==> src/rtl/imem_loader_ctrl.sv <==
// ---------------------------------------------------------------------------
// imem_loader_ctrl
//
// Downloads a program into the instruction RAM through the RAM's debug port.
// Bytes arrive on a valid/ready stream and are packed little-endian into
// 32-bit words. Each word is written to BASE_ADDR + 4*index. The CPU core is
// held for the whole load. The block reports completion, a length error and,
// in the verify build, the first read-back mismatch.
//
// Build option:
//   IMEM_LOAD_VERIFY_EN - when defined, every written word is read back
//                         through the debug port and compared. The first
//                         mismatch aborts the load. When undefined, err_verify
//                         and err_addr are tied to 0 and dbg_rdata is unused.
//
// Ports:
//   clk, rst_n  - clock; asynchronous active-low reset
//   start       - begin a load (sampled only in IDLE)
//   len_words   - number of words to load, latched on start
//   byte_in     - stream byte
//   byte_valid  - stream byte is valid
//   byte_ready  - controller accepts the stream byte
//   dbg_addr    - byte address to the debug port
//   dbg_wdata   - write data to the debug port
//   dbg_we      - byte write enables to the debug port
//   dbg_rdata   - read data from the debug port (one cycle after address)
//   cpu_hold    - hold request to the CPU core during a load
//   busy        - load in progress
//   done        - one-cycle pulse at the end of every load
//   err_len     - sticky: len_words exceeded DEPTH_WORDS
//   err_verify  - sticky: read-back mismatch
//   err_addr    - byte address of the first mismatch
// ---------------------------------------------------------------------------
module imem_loader_ctrl #(
   parameter logic [31:0] BASE_ADDR   = 32'h0000_0000,
   parameter int unsigned DEPTH_WORDS = 4096,
   parameter int unsigned LEN_W       = 16
) (
   input  logic             clk,
   input  logic             rst_n,
   input  logic             start,
   input  logic [LEN_W-1:0] len_words,
   input  logic [7:0]       byte_in,
   input  logic             byte_valid,
   output logic             byte_ready,
   output logic [31:0]      dbg_addr,
   output logic [31:0]      dbg_wdata,
   output logic [3:0]       dbg_we,
   input  logic [31:0]      dbg_rdata,
   output logic             cpu_hold,
   output logic             busy,
   output logic             done,
   output logic             err_len,
   output logic             err_verify,
   output logic [31:0]      err_addr
);

   typedef enum logic [2:0] {
      S_IDLE,
      S_RECV,
      S_WRITE,
      S_RDA,
      S_RDC,
      S_NEXT,
      S_FIN
   } state_t;

   state_t           state_q, state_d;
   logic [LEN_W-1:0] len_q, len_d;
   logic [LEN_W-1:0] idx_q, idx_d;
   logic [1:0]       byte_cnt_q, byte_cnt_d;
   logic [31:0]      word_q, word_d;
   logic [31:0]      addr_q, addr_d;
   logic             err_len_q, err_len_d;

`ifdef IMEM_LOAD_VERIFY_EN
   logic             err_verify_q, err_verify_d;
   logic [31:0]      err_addr_q, err_addr_d;
`else
   logic             unused_rdata;
   assign unused_rdata = ^dbg_rdata;
`endif

   // State and datapath registers. On reset, everything returns to zero.
   // This drops the hold and stops any write immediately.
   always_ff @(posedge clk or negedge rst_n) begin
      if (!rst_n) begin
         state_q      <= S_IDLE;
         len_q        <= '0;
         idx_q        <= '0;
         byte_cnt_q   <= '0;
         word_q       <= '0;
         addr_q       <= '0;
         err_len_q    <= 1'b0;
`ifdef IMEM_LOAD_VERIFY_EN
         err_verify_q <= 1'b0;
         err_addr_q   <= '0;
`endif
      end else begin
         state_q      <= state_d;
         len_q        <= len_d;
         idx_q        <= idx_d;
         byte_cnt_q   <= byte_cnt_d;
         word_q       <= word_d;
         addr_q       <= addr_d;
         err_len_q    <= err_len_d;
`ifdef IMEM_LOAD_VERIFY_EN
         err_verify_q <= err_verify_d;
         err_addr_q   <= err_addr_d;
`endif
      end
   end

   // Next-state and datapath updates.
   // The write address is computed when leaving RECV, so dbg_addr comes
   // straight from a register. It holds between words.
   always_comb begin
      state_d      = state_q;
      len_d        = len_q;
      idx_d        = idx_q;
      byte_cnt_d   = byte_cnt_q;
      word_d       = word_q;
      addr_d       = addr_q;
      err_len_d    = err_len_q;
`ifdef IMEM_LOAD_VERIFY_EN
      err_verify_d = err_verify_q;
      err_addr_d   = err_addr_q;
`endif

      case (state_q)
         S_IDLE: begin
            if (start) begin
               len_d      = len_words;
               idx_d      = '0;
               byte_cnt_d = '0;
               word_d     = '0;
               err_len_d  = 1'b0;
`ifdef IMEM_LOAD_VERIFY_EN
               err_verify_d = 1'b0;
               err_addr_d   = '0;
`endif
               if (32'(len_words) > DEPTH_WORDS) begin
                  err_len_d = 1'b1;
                  state_d   = S_FIN;
               end else if (len_words == '0) begin
                  state_d = S_FIN;
               end else begin
                  state_d = S_RECV;
               end
            end
         end

         S_RECV: begin
            if (byte_valid) begin
               word_d[{byte_cnt_q, 3'b000} +: 8] = byte_in;
               byte_cnt_d = byte_cnt_q + 2'd1;
               if (byte_cnt_q == 2'd3) begin
                  addr_d  = BASE_ADDR + (32'(idx_q) << 2);
                  state_d = S_WRITE;
               end
            end
         end

         S_WRITE: begin
`ifdef IMEM_LOAD_VERIFY_EN
            state_d = S_RDA;
`else
            state_d = S_NEXT;
`endif
         end

`ifdef IMEM_LOAD_VERIFY_EN
         // The RAM is synchronous. The address presented in RDA returns its
         // data in RDC.
         S_RDA: begin
            state_d = S_RDC;
         end

         S_RDC: begin
            if (dbg_rdata != word_q) begin
               err_verify_d = 1'b1;
               err_addr_d   = addr_q;
               state_d      = S_FIN;
            end else begin
               state_d = S_NEXT;
            end
         end
`endif

         // The index cannot overflow because len_words <= DEPTH_WORDS was
         // checked at start.
         S_NEXT: begin
            idx_d = idx_q + LEN_W'(1);
            if ((idx_q + LEN_W'(1)) == len_q) begin
               state_d = S_FIN;
            end else begin
               state_d = S_RECV;
            end
         end

         S_FIN: begin
            state_d = S_IDLE;
         end

         default: begin
            state_d = S_IDLE;
         end
      endcase
   end

   // Outputs are decoded from the state alone, so an asynchronous reset
   // clears them at once.
   always_comb begin
      byte_ready = (state_q == S_RECV);
      dbg_we     = (state_q == S_WRITE) ? 4'hF : 4'h0;
      busy       = (state_q == S_RECV) || (state_q == S_WRITE) ||
                   (state_q == S_RDA)  || (state_q == S_RDC)   ||
                   (state_q == S_NEXT);
      cpu_hold   = busy;
      done       = (state_q == S_FIN);
   end

   assign dbg_addr  = addr_q;
   assign dbg_wdata = word_q;
   assign err_len   = err_len_q;

`ifdef IMEM_LOAD_VERIFY_EN
   assign err_verify = err_verify_q;
   assign err_addr   = err_addr_q;
`else
   assign err_verify = 1'b0;
   assign err_addr   = 32'h0000_0000;
`endif

endmodule

==> config.mk <==
export PLATFORM = sky130hd
export DESIGN_NAME = imem_loader_ctrl
export DESIGN_NICKNAME = d
export VERILOG_FILES = /design/src/rtl/imem_loader_ctrl.sv
export SDC_FILE = /design/constraint.sdc
export NUM_CORES = 1
export LEC_CHECK = 0
export BUFFER_PORTS_ARGS = -buffer_cell sky130_fd_sc_hd__buf_4
export CAP_MARGIN = 40
export CORE_MARGIN = 2
export CORE_UTILIZATION = 35
export CTS_CLUSTER_SIZE = 25
export DETAILED_ROUTE_END_ITERATION = 7
export MAX_ROUTING_LAYER = met4
export PLACE_DENSITY = 0.6
export SLEW_MARGIN = 20
export SYNTH_ARGS = -nofsm -noshare
export SYNTH_HDL_FRONTEND = slang
export SYNTH_SLANG_ARGS = --single-unit
==> constraint.sdc <==
create_clock -name clk -period 4.43 [get_ports clk]
set_input_delay 1.1075 -clock clk [delete_from_list [all_inputs] [get_ports clk]]
set_output_delay 1.1075 -clock clk [all_outputs]
set_load 0.05 [all_outputs]
Word level (Yosys, flattened, before mapping)
Index checks and enable logic that the tools add are counted.

operators by class
  add/subtract/negate cells = 3
  $mul = 0
  divide/modulo/power cells = 0
  magnitude comparators = 1
  eq/ne operators = 11
  shifts and indexed selects = 2
  muxes and demuxes = 18
  bitwise logic cells = 0
  reduce and logical (&&, ||, !) cells = 13

operator list
  kind                      count
  $mux W32                  2
  $pmux W32 S2              1
  $bwmux W32                1
  $pmux W16 S2              1
  $shift A8 B7 Y32 const A  1
  $shiftx A8 B7 Y32         1
  $mux W3                   6
  $add A16 B1 Y16 const B   1
  $eq A16 B16 Y1            1
  $gt A16 B13 Y1 const B    1
  $logic_not A16 Y1         1
  $mux W16                  1
  $pmux W3 S4               1
  $eq A3 B3 Y1 const B      3
  $reduce_and A3 Y1         3
  $neg A5 Y7                1
  $eq A3 B2 Y1 const B      2
  $logic_or A1 B1 Y1        4
  $mux W2                   2
  $mux W4                   1
  $ne A2 B2 Y1 const B      2
  $pmux W2 S2               1
  $reduce_and A2 Y1         2
  $reduce_bool A2 Y1        2
  other kinds (6)           6

word-level totals
  bits in registers = 86
  bits in latches = 0
  RAM bits = 0
  ROM bits = 0
  input port bits = 60
  output and inout bits = 106
  logic and storage cells = 55
  memories = 0

Logic depth before layout (Yosys ltp)
  word-level depth = 5
  gate-level depth with buffers = 11

Worst setup path after synthesis
Ideal clock, no wire load.

  path kind = flip-flop to output port
  start = register state_q[2]
  end = output dbg_we[1]
  arrival time = 2.256 ns
  required time = 3.323 ns
  path slack = 1.067 ns
  cell stages (with the launch flop) = 4
  path buffers = 2
  cells stage by stage = dfrtp_1 clkbuf_1 nor3b_1 buf_4

on the way
  longest elaborated chain between the ends = 2

RTL lines
  item                    line  source
  start, declared         68    state_t state_q, state_d;
  start signal, assigned  100   state_q <= state_d;
  $eq A3 B2 Y1            215   dbg_we = (state_q == S_WRITE) ? 4'hF : 4'h0;
  $mux W4                 215
  end, declared           48    output logic [3:0] dbg_we,

Every way passes these cells.

Final worst setup path
  start = register idx_q[0]
  end = register state_q[0]

on the way
  longest elaborated chain between the ends = 4

RTL lines
  item                    line  source
  start, declared         70    logic [LEN_W-1:0] idx_q, idx_d;
  start signal, assigned  102   idx_q <= idx_d;
  $add A16 B1 Y16         194   if ((idx_q + LEN_W'(1)) == len_q) begin
  $eq A16 B16 Y1          194
  $mux W3                 194
  $pmux W3 S4             130   case (state_q)

Every way passes these cells.
A chain may end at the register's enable or synchronous reset.

==> results.sh <==
export IMPL_peakVddDrop_mv=0.303
export IMPL_yosysWarnings=0
export IMPL_setup_tns_ps=0
export IMPL_finalNetCount=617
export IMPL_period_share=0.658
export IMPL_ant_nets=0
export IMPL_antenna_found_initial=0
export IMPL_grt_pass1_vias=3372
export IMPL_met1_usage=0.196
export IMPL_top_usage_layer="met2"
export IMPL_die_h_um=118
export IMPL_fillCellCount=1246
export IMPL_gr_usage_all_layers=0.161
export IMPL_n_antenna_cell=0
export IMPL_wirelength_um=10700
export IMPL_skew_ps=7.16
export IMPL_numCtsBuffers=9
export IMPL_vias=3541
export IMPL_pin_count=166
export IMPL_setup_violations=0
export IMPL_dieArea_um2=14000
export IMPL_synthArstFlopShare=1.00
export IMPL_finalWeightedCongestion=0.865
export IMPL_drtIter0Drc=202
export IMPL_port_buffers=84
export IMPL_period_needed_ps=2910
export IMPL_synthTopCellsByArea="dfrtp_1 47%, buf_4 8.8%, nand2_1 7.6%"
export IMPL_crit_arrival_ps=3150
export IMPL_hpwl_um=7780
export IMPL_die_w_um=118
export IMPL_ys_seq_elements=86
export IMPL_insertion_delay_ps=350
export IMPL_final_max_slew_viol_count=0
export IMPL_drive_above_1_share=0.242
export IMPL_relSlewSlack=0.487
export IMPL_synth_seq_area_share=0.469
export IMPL_status="completed"
export IMPL_htree_levels=3
export IMPL_viasPerCell=4.86
export IMPL_tightest_slew_ps=768
export IMPL_grtUsageMet3=0.0560
export IMPL_fin_total_pwr_mw=2.99
export IMPL_ctsRootBufferMaster="clkbuf_16"
export IMPL_clock_path_buffers=2
export IMPL_synth_top_cell_by_area="dfrtp_1"
export IMPL_fin_ws_ps=1520
export IMPL_cts_resized=0
export IMPL_hold_viol_final=0
export IMPL_wl_per_cell_um=14.7
export IMPL_synthToLayoutAreaGrowth_pct=19.6
export IMPL_crit_type="flip-flop to flip-flop"
export IMPL_place_ws_ps=1310
export IMPL_synthFlopType="dfrtp_1"
export IMPL_initial_core_util=0.360
export IMPL_postSynthAreaPerCell_um2=9.59
export IMPL_gr_total_overflow=0
export IMPL_fin_hold_ws_ps=489
export IMPL_hp_class="flip-flop to flip-flop"
export IMPL_powerDensity_nw_per_um2=546
export IMPL_synth_enable_flop_cells=0
export IMPL_fp_row_count=41
export IMPL_grt_max_degree=56
export IMPL_drtPass1Iterations=4
export IMPL_ys_types=55
export IMPL_drv_cap=0
export IMPL_yosysTopAreaCellShare=0.469
export IMPL_cp_end_kind="flip-flop"
export IMPL_cts_setup_buffers=0
export IMPL_crit_required_ps=4660
export IMPL_p_leak_nw=2.71
export IMPL_cts_tree="built"
export IMPL_synthCells=478
export IMPL_start_kind="flip-flop"
export IMPL_max_freq_mhz=343
export IMPL_synth_area_um2=4580
export IMPL_grt_pass1_wl_um=17400
export IMPL_synthTopCellsByCount="93 x nand2_1, 86 x dfrtp_1, 54 x buf_4"
export IMPL_ctsHoldBuffers=0
export IMPL_critPathMaxFanout=7
export IMPL_drc=0
export IMPL_rsz0062_at_grt="no"
export IMPL_clk_pin_slew_ps=60
export IMPL_core_um2=12700
export IMPL_numClockSinks=86
export IMPL_synth_most_common_cell="nand2_1"
export IMPL_grt_util_met2=0.255
[logic make-up (layout without fill, tap and decap cells)]
family / after synthesis / after routing / synth area share
flops: 86 / 86 / 0.469
buf+inv: 83 / 114 / 0.117
xor+xnor: 18 / 18 / 0.0344
mux: 18 / 18 / 0.0442
other cells: 1 / 49 / 0.000818
simple gates: 165 / 165 / 0.173
compound gates: 102 / 102 / 0.148
fa+ha+maj: 5 / 5 / 0.0136
[flip-flops by register name, indices dropped and copies added, names as in the netlist]
signal	cells
state_q	3
dbg_addr	16
len_q	16
dbg_wdata	32
err_len	1
idx_q	16
byte_cnt_q	2
[routing by layer]
| layer | up-vias | part of all wire |
|---|---|---|
| met4 | 0 | 0.010 |
| met2 | 107 | 0.48 |
| met5 | - | 0 |
| met3 | 13 | 0.079 |
| li1 | 1712 | - |
| met1 | 1709 | 0.43 |
[worst max-delay path, stage by stage, from the launching register on]
cell	delay (ps)
dfrtp_1	480
ha_1	290
nand3_1	200
nor4_2	550
inv_1	130
a21oi_1	170
o211ai_1	100
or4_4	580
a211o_1	300
[layout by cell type, fill, tap and decap left out, types with 2 or more instances in the layout]
| master | count |
|---|---|
| a21o_1 | 2 |
| a21oi_1 | 9 |
| a22o_1 | 24 |
| a311o_1 | 2 |
| a31oi_1 | 8 |
| and2_1 | 2 |
| and2_2 | 3 |
| and3_1 | 4 |
| and4_1 | 2 |
| buf_2 | 2 |
| buf_4 | 88 |
| clkbuf_16 | 9 |
| clkbuf_8 | 2 |
| clkinv_2 | 3 |
| conb_1 | 49 |
| dfrtp_1 | 86 |
| ha_1 | 5 |
| inv_1 | 6 |
| mux2_2 | 18 |
| nand2_1 | 93 |
| nand2b_1 | 5 |
| nand3_1 | 10 |
| nand4_1 | 5 |
| nor2_1 | 16 |
| nor2b_1 | 6 |
| nor3_1 | 5 |
| nor4_1 | 3 |
| o211ai_1 | 2 |
| o21ai_0 | 37 |
| o21ai_1 | 3 |
| o31ai_1 | 4 |
| xnor2_1 | 12 |
| xor2_1 | 6 |
[path summary, 6_finish.rpt]
path                                          start                        to  slack [ps]  depth (start not counted)
min in group asynchronous                     rst_n  dbg_addr[15]$_DFFE_PN0P_         620                          1
hold / removal             dbg_wdata[3]$_DFFE_PN0P_  dbg_wdata[3]$_DFFE_PN0P_         490                          2
setup / recovery               idx_q[0]$_DFFE_PN0P_    state_q[0]$_DFFE_PN0P_        1520                          8
max in group asynchronous                     rst_n  dbg_wdata[2]$_DFFE_PN0P_        3280                          2
hold reg to reg            dbg_wdata[3]$_DFFE_PN0P_  dbg_wdata[3]$_DFFE_PN0P_         490                          2
setup reg to reg               idx_q[0]$_DFFE_PN0P_    state_q[0]$_DFFE_PN0P_        1520                          8
[cell type report]
class / instances / area [µm²] / area share
clock buffers: 12 / 256 / 0.0468
inverters: 6 / 22.5 / 0.00411
flip-flops and latches: 86 / 2150 / 0.393
well taps: 172 / 215 / 0.0393
multi-input cells: 357 / 2080 / 0.379
clock inverters: 4 / 45.0 / 0.00822
repair buffers: 92 / 713 / 0.130
[report_power, final]
group          internal [mW]  switching [mW]
clock network          0.465           0.302
registers              0.923           0.137
logic                  0.366           0.802
[through the flow]
stage | util | area [µm²] | instances
finish | 0.431 | 5480 | 729
global route | 0.431 | 5480 | 729
CTS | 0.429 | 5460 | 727
detailed placement | 0.406 | 5160 | 711
global placement | 0.402 | 5110 | 707
floorplan | - | 4760 | 526
No activity file was read; power rests on OpenSTA's default activity.
